File: src/rtl/ram_seq.sv
// ram_seq: bus-side access sequencer for the RAM block.
//
// Accepts one read or write request at a time over a valid/ready handshake
// and generates the two-phase RAM protocol: an LDRAMD strobe with the address
// on bus_data, then an LDRAM strobe with we and the write data. Reads capture
// ram_q and return it with a one-cycle rsp_valid pulse; writes also pulse
// rsp_valid on completion.
//
// Ports:
//   clk, rst_n           clock, asynchronous active-low reset
//   req_valid/req_ready  request handshake (ready only while idle)
//   req_we/req_addr/req_wdata  request payload, latched on accept
//   rsp_valid/rsp_rdata  completion pulse, read data (held between reads)
//   bus_data, LDRAMD, LDRAM, we  RAM-side bus and strobes (all registered)
//   ram_q                RAM read data (combinational from the RAM)
//
// Optional feature: RAM_SEQ_ADDR_SKIP_EN skips the ADDR phase when the
// request address equals the address most recently loaded into the RAM.
module ram_seq #(
  parameter int unsigned WIDTH = 16
) (
  input  logic             clk,
  input  logic             rst_n,
  input  logic             req_valid,
  output logic             req_ready,
  input  logic             req_we,
  input  logic [WIDTH-1:0] req_addr,
  input  logic [WIDTH-1:0] req_wdata,
  output logic             rsp_valid,
  output logic [WIDTH-1:0] rsp_rdata,
  output logic [WIDTH-1:0] bus_data,
  output logic             LDRAMD,
  output logic             LDRAM,
  output logic             we,
  input  logic [WIDTH-1:0] ram_q
);

  typedef enum logic [2:0] {
    IDLE,
    ADDR,
    ACCESS,
    CAPT,
    DONE
  } state_t;

  state_t           state_q, state_d;
  logic             req_we_q, req_we_d;
  logic [WIDTH-1:0] addr_q, addr_d;
  logic [WIDTH-1:0] wdata_q, wdata_d;
  logic             req_ready_q, req_ready_d;
  logic             rsp_valid_q, rsp_valid_d;
  logic [WIDTH-1:0] rsp_rdata_q, rsp_rdata_d;
  logic [WIDTH-1:0] bus_data_q, bus_data_d;
  logic             ldramd_q, ldramd_d;
  logic             ldram_q, ldram_d;
  logic             we_out_q, we_out_d;
  logic             accept;
  logic             skip_addr;

`ifdef RAM_SEQ_ADDR_SKIP_EN
  logic [WIDTH-1:0] last_addr_q, last_addr_d;
  logic             last_addr_valid_q, last_addr_valid_d;

  assign skip_addr = last_addr_valid_q && (req_addr == last_addr_q);
`else
  assign skip_addr = 1'b0;
`endif

  // req_ready_q is only set while idle, so it also gates acceptance for
  // the first cycle after reset release.
  assign accept = (state_q == IDLE) && req_valid && req_ready_q;

  always_comb begin
    state_d     = state_q;
    req_we_d    = req_we_q;
    addr_d      = addr_q;
    wdata_d     = wdata_q;
    rsp_rdata_d = rsp_rdata_q;
`ifdef RAM_SEQ_ADDR_SKIP_EN
    last_addr_d       = last_addr_q;
    last_addr_valid_d = last_addr_valid_q;
`endif

    case (state_q)
      IDLE: begin
        if (accept) begin
          req_we_d = req_we;
          addr_d   = req_addr;
          wdata_d  = req_wdata;
          state_d  = skip_addr ? ACCESS : ADDR;
        end
      end
      ADDR: begin
        state_d = ACCESS;
`ifdef RAM_SEQ_ADDR_SKIP_EN
        last_addr_d       = addr_q;
        last_addr_valid_d = 1'b1;
`endif
      end
      ACCESS: state_d = req_we_q ? DONE : CAPT;
      CAPT: begin
        state_d     = DONE;
        rsp_rdata_d = ram_q;
      end
      DONE:    state_d = IDLE;
      default: state_d = IDLE;
    endcase

    // Outputs are decoded from the next state (and next latched payload) so
    // that every strobe comes straight out of a flop for the whole cycle.
    req_ready_d = (state_d == IDLE);
    rsp_valid_d = (state_d == DONE);
    ldramd_d    = (state_d == ADDR);
    ldram_d     = (state_d == ACCESS);
    we_out_d    = (state_d == ACCESS) && req_we_d;
    bus_data_d  = '0;
    if (state_d == ADDR) begin
      bus_data_d = addr_d;
    end else if ((state_d == ACCESS) && req_we_d) begin
      bus_data_d = wdata_d;
    end
  end

  always_ff @(posedge clk or negedge rst_n) begin
    if (!rst_n) begin
      state_q     <= IDLE;
      req_we_q    <= 1'b0;
      addr_q      <= '0;
      wdata_q     <= '0;
      req_ready_q <= 1'b0;
      rsp_valid_q <= 1'b0;
      rsp_rdata_q <= '0;
      bus_data_q  <= '0;
      ldramd_q    <= 1'b0;
      ldram_q     <= 1'b0;
      we_out_q    <= 1'b0;
    end else begin
      state_q     <= state_d;
      req_we_q    <= req_we_d;
      addr_q      <= addr_d;
      wdata_q     <= wdata_d;
      req_ready_q <= req_ready_d;
      rsp_valid_q <= rsp_valid_d;
      rsp_rdata_q <= rsp_rdata_d;
      bus_data_q  <= bus_data_d;
      ldramd_q    <= ldramd_d;
      ldram_q     <= ldram_d;
      we_out_q    <= we_out_d;
    end
  end

`ifdef RAM_SEQ_ADDR_SKIP_EN
  always_ff @(posedge clk or negedge rst_n) begin
    if (!rst_n) begin
      last_addr_q       <= '0;
      last_addr_valid_q <= 1'b0;
    end else begin
      last_addr_q       <= last_addr_d;
      last_addr_valid_q <= last_addr_valid_d;
    end
  end
`endif

  assign req_ready = req_ready_q;
  assign rsp_valid = rsp_valid_q;
  assign rsp_rdata = rsp_rdata_q;
  assign bus_data  = bus_data_q;
  assign LDRAMD    = ldramd_q;
  assign LDRAM     = ldram_q;
  assign we        = we_out_q;

endmodule

File: config.mk
export PLATFORM = sky130hd
export DESIGN_NAME = ram_seq
export DESIGN_NICKNAME = d
export VERILOG_FILES = /design/src/rtl/ram_seq.sv
export SDC_FILE = /design/constraint.sdc
export NUM_CORES = 1
export LEC_CHECK = 0
export CORE_MARGIN = 2
export CORE_UTILIZATION = 25
export CTS_BUF_LIST = sky130_fd_sc_hd__clkbuf_8 sky130_fd_sc_hd__clkbuf_16
export DETAILED_ROUTE_END_ITERATION = 8
export GPL_TIMING_DRIVEN = 1
export PLACE_DENSITY_LB_ADDON = 0.1
export SYNTH_ARGS = -nofsm -noshare
export SYNTH_HDL_FRONTEND = slang
export SYNTH_SLANG_ARGS = --single-unit
File: constraint.sdc
create_clock -name clk -period 1.7 [get_ports clk]
set_input_delay 0.255 -clock clk [delete_from_list [all_inputs] [get_ports clk]]
set_output_delay 0.255 -clock clk [all_outputs]
set_load 0.01 [all_outputs]
# Word-level counts from Yosys, hierarchy flattened
# Index checks and enable logic that the tools add are counted.
# op_classes
n_mux	11
n_reduce_logical	5
eq_ne	6
# ops
op	n
16-bit 2-to-1 mux	6
3-bit case mux with 4 select lines	1
3-bit by 2-bit == test with 1-bit output, second input constant	3
3-bit by 1-bit == test with 1-bit output, second input constant	2
3-bit zero test	2
3-bit 2-to-1 mux	2
3-bit == test, second input constant	1
1-bit logical AND	3
1-bit 2-to-1 mux	2
# totals
elab_cells	33
register_bits	73
inputBits	52
out_inout_bits	37

# Longest topological paths before layout
# logic_depth
word_depth	9
depth_mapped	6
depth_no_buf	3

# Least setup slack after synthesis
# Ideal clock, no wire load.
# synth_timing
path_type	reg2reg
startpoint	register state_q[2]
endpoint	register wdata_q[0]
stages_incl_launch_ff	4
path_slack_ns	0.149
arrival_time_ns	1.426
period_less_slack_ns	1.551
required_ns	1.575
n_path_buf	1
setup_time_ns	0.125
path_cell_list	dfrtp_1 nor4_4 buf_6 mux2_2
# synth_between
elab_chain_len	5
# synth_rtl
item	line_no	text
start: declaration	46	state_t state_q, state_d;
start signal: assignment	138	state_q <= state_d;
3-bit zero test (*)	71, 84	
1-bit logical AND (2 in a row)	71	assign accept = (state_q == IDLE) && req_valid && req_ready_q;
16-bit 2-to-1 mux	86	if (accept) begin
16-bit 2-to-1 mux (*)	84	case (state_q)
net wdata_d[0]	49	logic [WIDTH-1:0] wdata_q, wdata_d;
end signal: assignment	141	wdata_q <= wdata_d;
end: declaration	49	
# The timed path passes the listed nets; every way through them passes the cells marked *.
# A chain may end at the register's enable or synchronous reset.

# Worst setup path after layout
# layout_timing
startpoint	register state_q[2]
endpoint	register wdata_q[5]
# Same word-level chain as after synthesis.

==> key figures <==
Global routing
  – Vias in the first global route: about 1500
  – First-pass GRT wire length: approximately 7100 µm
  – Overflow after GRT: 0
  – Pin count of the biggest net entering global routing: 58
  – Initial antenna violation count: 0
  – GRT Resource Usage Total: 0.105

STA
  – Max Slew Vio Count: 0
  – Max transition margin: 0.790
  – Setup violations, final: 0
  – Crit share post-route: 0.898
  – Worst slew pin tran: approximately 0.31 ns
  – Clock skew: 0.00645 ns
  – Unrepaired setup endpoints after global routing: no
  – Fin. Hold Viols: 0
  – Fmax: 655 MHz
  – Final min period: approximately 1.5 ns

Run
  – Max_cap viols: 0

Clocking
  – Clk Tree Root Cell: clkbuf_8
  – Post-CTS setup buffer count: 0
  – CTS Sinks: 57
  – Clock buffer depth: 2
  – Clk slew on worst S/H paths: 0.06 ns
  – # resized after CTS: 0
  – CTS tree: built
  – CTS Buf Count: 9
  – CTS H-Tree Depth: 3
  – Clock latency on the worst-skew pair: roughly 0.33 ns

Yosys
  – Synth Instances: approximately 130
  – Synth Cell Area: 0.00212 mm²
  – Syn Nets: 180
  – Synth async-reset ratio: 1.00
  – Yosys synthesis warning count: 0
  – Post-synth top area share: 0.674
  – Top cells by area, synth: dfrtp_1 (67%), mux2_2 (17%), a22o_1 (6.6%), buf_6 (2.1%), buf_4 (1.1%)
  – Top-count cell post-synth: dfrtp_1
  – Post-synth EDFFs: 0
  – Area leader, netlist: dfrtp_1
  – Commonest cells in the netlist: dfrtp_1 (57), mux2_2 (32), a22o_1 (16)
  – #FFs+latches synth: 57
  – Seq/Total Area, Yosys: 0.674
  – Distinct cells, synth: 18
  – Syn Area/Cell: around 17 µm²
  – Post-synth top flop: dfrtp_1

Setup path
  – CP startpoint kind: register
  – Critical path arrival: roughly 1.7 ns
  – R2r worst-path depth: 3
  – Critical path required time: between 1.5 and 2 ns
  – Reg-to-Reg Start: state_q[2]
  – R2R Setup Slk: 0.17 ns
  – CP Class: register to register
  – Crit-path max FO: 33
  – Reg-to-Reg End: wdata_q[5]
  – Endpoint type of the worst setup path: register

Hold path
  – Hold Path Class: input port to async pin

Layout
  – P&R area growth vs syn: 56.3%
  – Share of layout cells above drive strength 1: 0.247
  – Final core occ: 0.403
  – Design Area, Final: ~0.0033 mm²
  – Nets@finish: 278
  – Number of antenna diodes: 0
  – Storage element area: 0.00143 mm²
  – # fillers: 794
  – Area of the multi-input gates: around 600 µm²

Floorplan
  – Initial core utilization: 0.258
  – CORE AREA: 0.00822 mm²
  – IO Count: 89
  – Die Span Y: 96.0 µm
  – Die width: just under 100 µm
  – Cell Rows: 33
  – Die ar.: 0.00922 mm²

Pwr
  – Cell Pwr Density: 1620 mW/mm²
  – Tot Pwr: 5.35 mW
  – Max IR drop VDD: around 0.59 mV
  – Lkg Pwr: 1.41 nW

Drt
  – DRC errors left: 0
  – WL/cell: around 14 µm
  – Vias per inst: 4.11
  – Drt total wl: 4580 µm
  – Antenna Nets Post-Route: 0
  – Drt pass-1 iters: 3
  – Iteration-0 DRC Markers: 64
  – Detailed-route via count: 1381

Placed design
  – Final RePlAce weighted congestion: 0.702
  – Dpl hpwl: 3270 µm
  – Placed Instance Area: 0.00312 mm²
  – I/O Buffers: 88

Run status
  – Outcome: completed
[report_power, final]
group | total (mW) | leakage (nW) | internal (mW) | switching, mW
Combinational | 2.02 | 0.601 | 1.30 | 0.719
Sequential | 2.25 | 0.709 | 1.95 | 0.298
Clock | 1.08 | 0.101 | 0.589 | 0.488
[worst max-delay path, stage by stage, from the launching register on]
cell and delay [ns]:
dfrtp_1 0.46, nor4_4 0.35, buf_12 0.23, mux2_2 0.36
[cell families (layout without fill, tap and decap cells)]
| kind of cell | Yosys count | in the layout | share of synthesized area |
|---|---|---|---|
| multiplexers | 34 | 34 | 0.180 |
| buffers and inverters | 10 | 113 | 0.0384 |
| AO/OA/AOI/OAI | 18 | 18 | 0.0739 |
| flip-flops | 57 | 57 | 0.674 |
| AND/OR/NAND/NOR | 9 | 9 | 0.0337 |
[sequential cells by signal (all words and copies together) (netlist names)]
name and flops:
we 1, req_we_q 1, rsp_rdata 16, LDRAMD 1
wdata_q 16, state_q 3, LDRAM 1, rsp_valid 1
req_ready 1, bus_data 16
[per-layer routing]
metal | track usage | vias up | wire, µm
met1 | 0.119 | 658 | 1880
met2 | 0.168 | 61 | 2230
met5 | 0 | - | 0
met3 | 0.0486 | 5 | 397
met4 | 0.0464 | 0 | 71
li1 | - | 657 | -
[placed cells by master (no fill, tap or decap)]
| cell type | instances |
|---|---|
| a31o_2 | 1 |
| nor2_1 | 2 |
| mux2_2 | 32 |
| nor4_4 | 1 |
| mux2i_1 | 1 |
| nor3b_2 | 1 |
| clkdlybuf4s50_1 | 87 |
| a22o_1 | 16 |
| a211oi_1 | 1 |
| nor3b_1 | 2 |
| nand2_1 | 1 |
| dfrtp_1 | 57 |
| and2_1 | 1 |
| mux2_1 | 1 |
| clkbuf_8 | 11 |
| dlygate4sd3_1 | 1 |
| nand3_1 | 1 |
| inv_1 | 3 |
| buf_2 | 1 |
| clkinv_2 | 3 |
| buf_12 | 2 |
| buf_4 | 5 |
[how the worst max path moves through the flow]
stage	from	to	slack, ns	cells past startpoint
floorplan	state_q[2]	wdata_q[0]	0.15	3
finish	state_q[2]	wdata_q[5]	0.17	3
global route	state_q[2]	wdata_q[1]	0.10	3
global placement	req_valid	wdata_q[5]	0.006	5
CTS	state_q[2]	wdata_q[15]	0.16	3
detailed placement	req_valid	wdata_q[15]	-0.03	5
[per-stage QoR]
| stage | setup TNS, ns | hold slack, ns | std cells | setup WS (ns) |
|---|---|---|---|---|
| 3_3_place_gp | 0 | 0.280 | 319 | 0.00596 |
| 5_1_grt | 0 | 0.515 | 336 | 0.103 |
| 6_report | 0 | 0.460 | 336 | 0.173 |
| 2_1_floorplan | 0 | -0.0406 | 128 | 0.149 |
| 4_1_cts | 0 | 0.474 | 336 | 0.159 |
| 3_5_place_dp | -0.301 | 0.283 | 319 | -0.0268 |
[layout make-up]
class                      count  area share
clock buffer                  11      0.0458
clock inverter                 5     0.00681
inverter                       1     0.00113
multi-input combinational     61       0.184
sequential                    57       0.431
tap                          105      0.0397
timing repair buffer          96       0.291
[what timing repair did]
item                                   in CTS  in global routing
hold buffers                                1                  0
setup endpoints to repair                   0                  0
endpoints found under the hold margin      57                  0
Power figures use the tool's default switching activity.
